File: src/rtl/ps2_key_decoder.sv
// PS/2 keyboard receiver: glitch-filtered clock, frame/parity checking,
// E0/F0 prefix folding and a first-word-fall-through key event FIFO.
module ps2_key_decoder #(
    parameter int unsigned TIMEOUT_CYCLES = 50000,
    parameter int unsigned FILTER_LEN     = 4,
    parameter int unsigned ADDR_W         = 3
) (
    input  logic              clk,
    input  logic              rst,
    input  logic              ps2_clk,
    input  logic              ps2_data,
    input  logic              rd_en,
    input  logic              clr_err,
    output logic              key_valid,
    output logic [7:0]        key_code,
    output logic              key_ext,
    output logic              key_release,
    output logic [ADDR_W:0]   fifo_count,
    output logic              overflow,
    output logic              parity_err,
    output logic              frame_err
);

    localparam int unsigned DEPTH = 2 ** ADDR_W;
    localparam int unsigned TMO_W = $clog2(TIMEOUT_CYCLES + 1);
    localparam int unsigned FLT_W = $clog2(FILTER_LEN + 1);
    localparam logic [ADDR_W:0] FULL_CNT = (ADDR_W + 1)'(DEPTH);

    typedef enum logic [1:0] {StIdle, StShift, StCheck} state_e;

    // Synchronisers, filter and receive state
    logic              clk_meta_q, clk_sync_q, data_meta_q, data_sync_q;
    logic              filt_clk_q, filt_clk_d;
    logic [FLT_W-1:0]  flt_cnt_q, flt_cnt_d;
    state_e            state_q, state_d;
    logic [3:0]        bit_cnt_q, bit_cnt_d;
    logic [10:0]       shift_q, shift_d;
    logic [TMO_W-1:0]  tmo_cnt_q, tmo_cnt_d;
    logic              fall, tmo_hit, byte_ok;
    logic              frame_err_q, frame_err_d, parity_err_q, parity_err_d;

    // Prefix flags and pending push
    logic              ext_q, ext_d, brk_q, brk_d;
    logic              push_q, push_d;
    logic [9:0]        push_word_q, push_word_d;

    // FIFO
    logic [9:0]        mem [DEPTH];
    logic [ADDR_W-1:0] wr_ptr_q, wr_ptr_d, rd_ptr_q, rd_ptr_d;
    logic [ADDR_W:0]   count_q, count_d;
    logic              overflow_q, overflow_d;
    logic              pop, push_ok, drop;
    logic [9:0]        head;

    // Two-flop synchronisers, idle-high after reset
    always_ff @(posedge clk or negedge rst) begin
        if (!rst) begin
            clk_meta_q  <= 1'b1;
            clk_sync_q  <= 1'b1;
            data_meta_q <= 1'b1;
            data_sync_q <= 1'b1;
        end else begin
            clk_meta_q  <= ps2_clk;
            clk_sync_q  <= clk_meta_q;
            data_meta_q <= ps2_data;
            data_sync_q <= data_meta_q;
        end
    end

    // Glitch filter: follow the synchronised clock only after FILTER_LEN differing samples
    always_comb begin
        filt_clk_d = filt_clk_q;
        flt_cnt_d  = '0;
        if (clk_sync_q != filt_clk_q) begin
            if (flt_cnt_q == FLT_W'(FILTER_LEN - 1)) begin
                filt_clk_d = clk_sync_q;
            end else begin
                flt_cnt_d = flt_cnt_q + 1'b1;
            end
        end
    end

    // Data is sampled in the same cycle the filtered clock is registered low
    assign fall    = filt_clk_q & ~filt_clk_d;
    assign tmo_hit = (state_q == StShift) && !fall && (tmo_cnt_q == TMO_W'(TIMEOUT_CYCLES));

    // FSM state register and receive datapath registers
    always_ff @(posedge clk or negedge rst) begin
        if (!rst) begin
            filt_clk_q   <= 1'b1;
            flt_cnt_q    <= '0;
            state_q      <= StIdle;
            bit_cnt_q    <= '0;
            shift_q      <= '0;
            tmo_cnt_q    <= '0;
            frame_err_q  <= 1'b0;
            parity_err_q <= 1'b0;
            ext_q        <= 1'b0;
            brk_q        <= 1'b0;
            push_q       <= 1'b0;
            push_word_q  <= '0;
        end else begin
            filt_clk_q   <= filt_clk_d;
            flt_cnt_q    <= flt_cnt_d;
            state_q      <= state_d;
            bit_cnt_q    <= bit_cnt_d;
            shift_q      <= shift_d;
            tmo_cnt_q    <= tmo_cnt_d;
            frame_err_q  <= frame_err_d;
            parity_err_q <= parity_err_d;
            ext_q        <= ext_d;
            brk_q        <= brk_d;
            push_q       <= push_d;
            push_word_q  <= push_word_d;
        end
    end

    // FSM next state: shift bits LSB-first, watch for inter-edge timeout
    always_comb begin
        state_d   = state_q;
        bit_cnt_d = bit_cnt_q;
        shift_d   = shift_q;
        tmo_cnt_d = tmo_cnt_q;
        unique case (state_q)
            StIdle: begin
                if (fall) begin
                    shift_d   = {data_sync_q, shift_q[10:1]};
                    bit_cnt_d = 4'd1;
                    tmo_cnt_d = '0;
                    state_d   = StShift;
                end
            end
            StShift: begin
                if (fall) begin
                    shift_d   = {data_sync_q, shift_q[10:1]};
                    bit_cnt_d = bit_cnt_q + 4'd1;
                    tmo_cnt_d = '0;
                    if (bit_cnt_q == 4'd10) begin
                        state_d = StCheck;
                    end
                end else if (tmo_hit) begin
                    state_d = StIdle;
                end else begin
                    tmo_cnt_d = tmo_cnt_q + 1'b1;
                end
            end
            StCheck: state_d = StIdle;
            default: state_d = StIdle;
        endcase
    end

    // FSM outputs: frame checks; shift_q[0]=start, [8:1]=data, [9]=parity, [10]=stop
    always_comb begin
        frame_err_d  = tmo_hit;
        parity_err_d = 1'b0;
        byte_ok      = 1'b0;
        if (state_q == StCheck) begin
            if (shift_q[0] || !shift_q[10]) begin
                frame_err_d = 1'b1;
            end else if (!(^shift_q[9:1])) begin
                parity_err_d = 1'b1;
            end else begin
                byte_ok = 1'b1;
            end
        end
    end

    // Prefix folding: E0/F0 only set flags, other bytes become events
    always_comb begin
        ext_d       = ext_q;
        brk_d       = brk_q;
        push_d      = 1'b0;
        push_word_d = push_word_q;
        if (frame_err_d || parity_err_d) begin
            ext_d = 1'b0;
            brk_d = 1'b0;
        end else if (byte_ok) begin
            if (shift_q[8:1] == 8'hE0) begin
                ext_d = 1'b1;
            end else if (shift_q[8:1] == 8'hF0) begin
                brk_d = 1'b1;
            end else begin
                push_d      = 1'b1;
                push_word_d = {ext_q, brk_q, shift_q[8:1]};
                ext_d       = 1'b0;
                brk_d       = 1'b0;
            end
        end
    end

    // FIFO control: a pop frees the slot, so a push into a full FIFO with a pop is accepted
    always_comb begin
        pop      = rd_en && (count_q != '0);
        push_ok  = push_q && ((count_q != FULL_CNT) || pop);
        drop     = push_q && (count_q == FULL_CNT) && !pop;
        wr_ptr_d = push_ok ? wr_ptr_q + 1'b1 : wr_ptr_q;
        rd_ptr_d = pop ? rd_ptr_q + 1'b1 : rd_ptr_q;
        count_d  = count_q;
        if (push_ok && !pop) begin
            count_d = count_q + 1'b1;
        end else if (pop && !push_ok) begin
            count_d = count_q - 1'b1;
        end
        // A drop in the same cycle as clr_err keeps the flag set
        if (drop) begin
            overflow_d = 1'b1;
        end else if (clr_err) begin
            overflow_d = 1'b0;
        end else begin
            overflow_d = overflow_q;
        end
    end

    // FIFO pointer, count and overflow registers
    always_ff @(posedge clk or negedge rst) begin
        if (!rst) begin
            wr_ptr_q   <= '0;
            rd_ptr_q   <= '0;
            count_q    <= '0;
            overflow_q <= 1'b0;
        end else begin
            wr_ptr_q   <= wr_ptr_d;
            rd_ptr_q   <= rd_ptr_d;
            count_q    <= count_d;
            overflow_q <= overflow_d;
        end
    end

    // FIFO storage; contents are masked at the outputs while empty, so no reset needed
    always_ff @(posedge clk) begin
        if (push_ok) begin
            mem[wr_ptr_q] <= push_word_q;
        end
    end

    // Head outputs, forced to zero while empty
    always_comb begin
        head        = mem[rd_ptr_q];
        key_valid   = (count_q != '0);
        key_code    = key_valid ? head[7:0] : 8'h00;
        key_release = key_valid ? head[8] : 1'b0;
        key_ext     = key_valid ? head[9] : 1'b0;
        fifo_count  = count_q;
        overflow    = overflow_q;
        parity_err  = parity_err_q;
        frame_err   = frame_err_q;
    end

endmodule

File: config.mk
export PLATFORM = sky130hd
export DESIGN_NAME = ps2_key_decoder
export DESIGN_NICKNAME = d
export VERILOG_FILES = /design/src/rtl/ps2_key_decoder.sv
export SDC_FILE = /design/constraint.sdc
export NUM_CORES = 1
export LEC_CHECK = 0
export ABC_AREA = 1
export CORE_ASPECT_RATIO = 1.2
export CORE_MARGIN = 2
export CORE_UTILIZATION = 55
export CTS_BUF_LIST = sky130_fd_sc_hd__clkbuf_8
export DETAILED_ROUTE_END_ITERATION = 12
export PLACE_DENSITY = 0.83
export SETUP_SLACK_MARGIN = 0.05
export SYNTH_ARGS = -nofsm -noshare
export SYNTH_HDL_FRONTEND = slang
export SYNTH_SLANG_ARGS = --single-unit
File: constraint.sdc
create_clock -name clk -period 2.25 [get_ports clk]
set_input_delay 0.3375 -clock clk [delete_from_list [all_inputs] [get_ports clk]]
set_output_delay 0.3375 -clock clk [all_outputs]
set_load 0.01 [all_outputs]
==> results.cfg <==
[outcome]
status = complete, but fails checks
violations = setup timing

[worst_setup_path]
cp-start-kind = register
worstPathArrival_ns = 2.11
required_ns = 1.91
r2r.worst_path.cells = 15
crit_fanout = 5
crit_chain = or3_4, nor2_4, buf_12, clkinvlp_4, buf_6, o21ai_2, a31oi_1, buf_2
r2r_end = fifo_count[3]
worstReg2RegStart = fifo_count[0]
path_class = register to output pin
cpPeakStageDelay_ns = 0.41
crit_path_end_kind = output pin
cp_slowest_cell = dfrtp_2
regToRegSetupSlack_ns = -0.11

[global_routing]
grt_pass1_vias = 4826
grt_max_degree = 33
grt-ovfl-total = 0
busiest_layer = met2
antenna_found_initial = 0
grt_use_met3_pct = 5.34
grt_pass1_wl_mm = 23.0
met1_usage_pct = 27.2
grt_usage_pct = 23.4
use_met2_pct = 41.7

[placement]
dpl_worst_slack_ns = -0.107
hpwl_mm = 9.02
dpl_cell_area_mm2 = 0.00715
portBuffers = 23
place_congestion = 0.846

[routing]
avgViaCountPerCell = 5.46
wl_per_cell_um = 16.0
drt_wl_total_mm = 14.0
drtIter0Drc = 358
drc_errors = 0
vias = 4752
first_pass_iters = 5
ant_nets = 0

[clock_tree]
clock_sinks = 147
ctsRootBufferMaster = clkbuf_8
cts_tree = done
clkTransAtPathRegs_ns = 0.09
h-tree-depth = 4
clk_latency_ns = 0.45
clock_path_buffers = 2
cts_buffers = 17

[sta]
worst_pin_slew_ns = 0.689
hold_viol_final = 0
slew_headroom_pct = 54.0
rsz0062_at_grt = true
fmax_mhz = 408
finalCritPeriodShare_pct = 109
period_needed_ns = 2.45
finalSetupViolations = 11
maxSlewViolCount = 0
timing.hold.ws_ns = 0.292
layout_setup_ws_ns = -0.199
finClkSkew_ns = 0.00950

[min_path]
holdPathStages = 1
min-delay-start = ps2_clk
min_path_type = input port to register
hold_end = clk_meta_q

[layout]
diodes = 0
ff_latch_area_mm2 = 0.00409
fillers = 852
final_layout_size_suffix_gt1_share_pct = 20.6
area_delta_synth_final_pct = 17.8
multi_input_area_mm2 = 0.00222
post-route-cell-area_mm2 = 0.00772
layout.nets = 723

[pwr]
finalPower_mw = 7.72
ir_drop_mv = 0.594
internal_power_mw = 5.04
p_seq_share_pct = 39.6
power.density_mw_per_mm2 = 1000
switching_share_pct = 34.7
clockPowerShare_pct = 25.9
pwr-share-comb_pct = 34.5
p_sw_mw = 2.68
leakage_nw = 3.12

[synthesis]
synth_mux_area_share_pct = 0
syn_area_per_cell_um2 = 10.3
seq_area_frac_synth_pct = 62.3
yosys_warnings = 0
synth_top_family_by_area = simple AND/OR/NAND/NOR gates
synthXorXnorAreaFrac_pct = 1.74
synthAdderAreaFrac_pct = 3.17
ys_seq_elements = 147
syn-num-nets = 661
synthCells = 639
synth_cell_types = 38
netlist_area_mm2 = 0.00656
synth-simple-area-share_pct = 17.5
synth-compound-area-share_pct = 9.94

[floorplanning]
initial_core_util_pct = 56.4
die_area_mm2 = 0.0128
fp.coreArea_mm2 = 0.0116
pin_count = 24
rows = 43
die_h_um = 124
die_w_um = 104

[run]
drv_cap = 0
[worst max-delay path, delay by kind of cell (launching register included)]
| kind | cells | cell delay, ns |
|---|---|---|
| buffers and inverters | 4 | 0.59 |
| and+or+nand+nor | 2 | 0.54 |
| DFF | 1 | 0.41 |
| AOI/OAI and AO/OA | 2 | 0.13 |
[routing by layer]
metal  up-vias  part of all wire, %
met3        30                  6.2
met1      2266                   39
met2       171                   53
met5         -                    0
met4         0                  2.3
li1       2285                    -
[how the worst max path moves through the flow]
stage | startpoint | endpoint | slack, ns | cells after the start
after CTS | fifo_count[0] | key_code[3] | -0.24 | 7
after floorplan | fifo_count[1] | fifo_count[3] | 0.03 | 13
after global routing | fifo_count[0] | key_code[6] | -0.30 | 8
after global placement | rd_en | fifo_count[3] | -0.03 | 14
final | fifo_count[0] | key_code[6] | -0.20 | 8
after detailed placement | rd_en | fifo_count[3] | -0.11 | 14
[timing repair]
action                                  in CTS  in global routing
resized for setup                           46                 32
gates cloned                                 1                  0
setup buffers                                8                  4
endpoints found under the setup margin      12                 14
endpoints found under the hold margin       25                  0
pin swaps                                    3                  2
hold buffers                                 1                  0
[cell families (layout without fill, tap and decap cells)]
| kind of cell | count (synthesis) | count (layout) |
|---|---|---|
| AO/OA/AOI/OAI | 120 | 120 |
| XOR/XNOR | 13 | 13 |
| adder cells (fa/ha/maj) | 16 | 16 |
| buffers and inverters | 85 | 160 |
| flip-flops | 147 | 147 |
| AND/OR/NAND/NOR | 258 | 258 |
[cell usage after synthesis]
master	instances	area, um2
or3_1	1	6.26
dfstp_2	5	131
nor3_2	4	40.0
o21a_1	6	45.0
nand4_2	1	12.5
edfxtp_1	80	2400
o21ai_1	11	55.1
nand2_2	6	37.5
a21oi_1	6	30.0
a31oi_1	11	68.8
nor3_1	6	30.0
xnor2_1	4	35.0
a21o_1	1	7.51
nand3b_1	2	15.0
inv_2	9	33.8
nor2_1	99	372
fa_1	1	20.0
dfrtp_1	62	1550
clkbuf_1	14	52.6
nand2_1	93	349
buf_2	5	25.0
buf_8	1	15.0
nand3_1	25	125
nand4_1	9	56.3
o21ai_0	74	370
nor2_2	5	31.3
xor2_1	9	78.8
o22ai_1	10	62.6
nor4_1	1	6.26
nand2_8	1	20.0
inv_4	1	6.26
or2_1	1	6.26
nor3b_1	1	7.51
ha_1	15	188
buf_4	3	22.5
nor2_4	3	33.8
inv_1	52	195
a22oi_2	1	12.5
[placed cells by master (no fill, tap or decap), drive strengths merged, types with 2 or more instances in the layout]
master         Yosys  routed
a21oi              6       6
a31oi             11      11
buf                9      51
clkbuf            14      19
clkdlybuf4s50      0      11
clkinvlp           0       3
dfrtp             62      62
dfstp              5       5
edfxtp            80      80
ha                15      15
inv               62      72
nand2            100     100
nand3             25      25
nand3b             2       2
nand4             10      10
nor2             107     107
nor3              10      10
o21a               6       6
o21ai             85      85
o22ai             10      10
xnor2              4       4
xor2               9       9
[layout make-up]
class	count	area share, %
inverters	62	3.14
well taps	157	2.54
flip-flops and latches	147	52.9
clock inverters	14	1.75
multi-input cells	407	28.8
repair buffers	65	7.57
clock buffers	18	3.21
repair inverters	1	0.0972
[power groups by stage]
| stage | sequential (mW) | clock (mW) | combinational (mW) |
|---|---|---|---|
| 6_report | 3.06 | 2.00 | 2.66 |
| 5_1_grt | 3.08 | 2.14 | 2.92 |
| 4_1_cts | 3.06 | 2.03 | 2.41 |
| 3_5_place_dp | 3.10 | 0 | 2.41 |
| 3_3_place_gp | 3.09 | 0 | 2.32 |
| 2_1_floorplan | 3.13 | 0 | 1.38 |
[registers in the layout, indices dropped and copies added (netlist names), 2 cells and up]
signal / flops
state_q: 2
bit_cnt_q: 4
fifo_count: 4
mem: 80
rd_ptr_q: 3
tmo_cnt_q: 16
push_word_q: 10
shift_q: 11
wr_ptr_q: 3
flt_cnt_q: 3
[stage by stage]
stage,cells,utilization [%],TNS [ns]
floorplan,639,-,0
global placement,825,61.5,-0.0275
detailed placement,825,61.5,-0.107
CTS,867,65.4,-2.48
global route,871,66.5,-3.03
finish,871,66.5,-1.74
No activity file was read; power rests on OpenSTA's default activity.
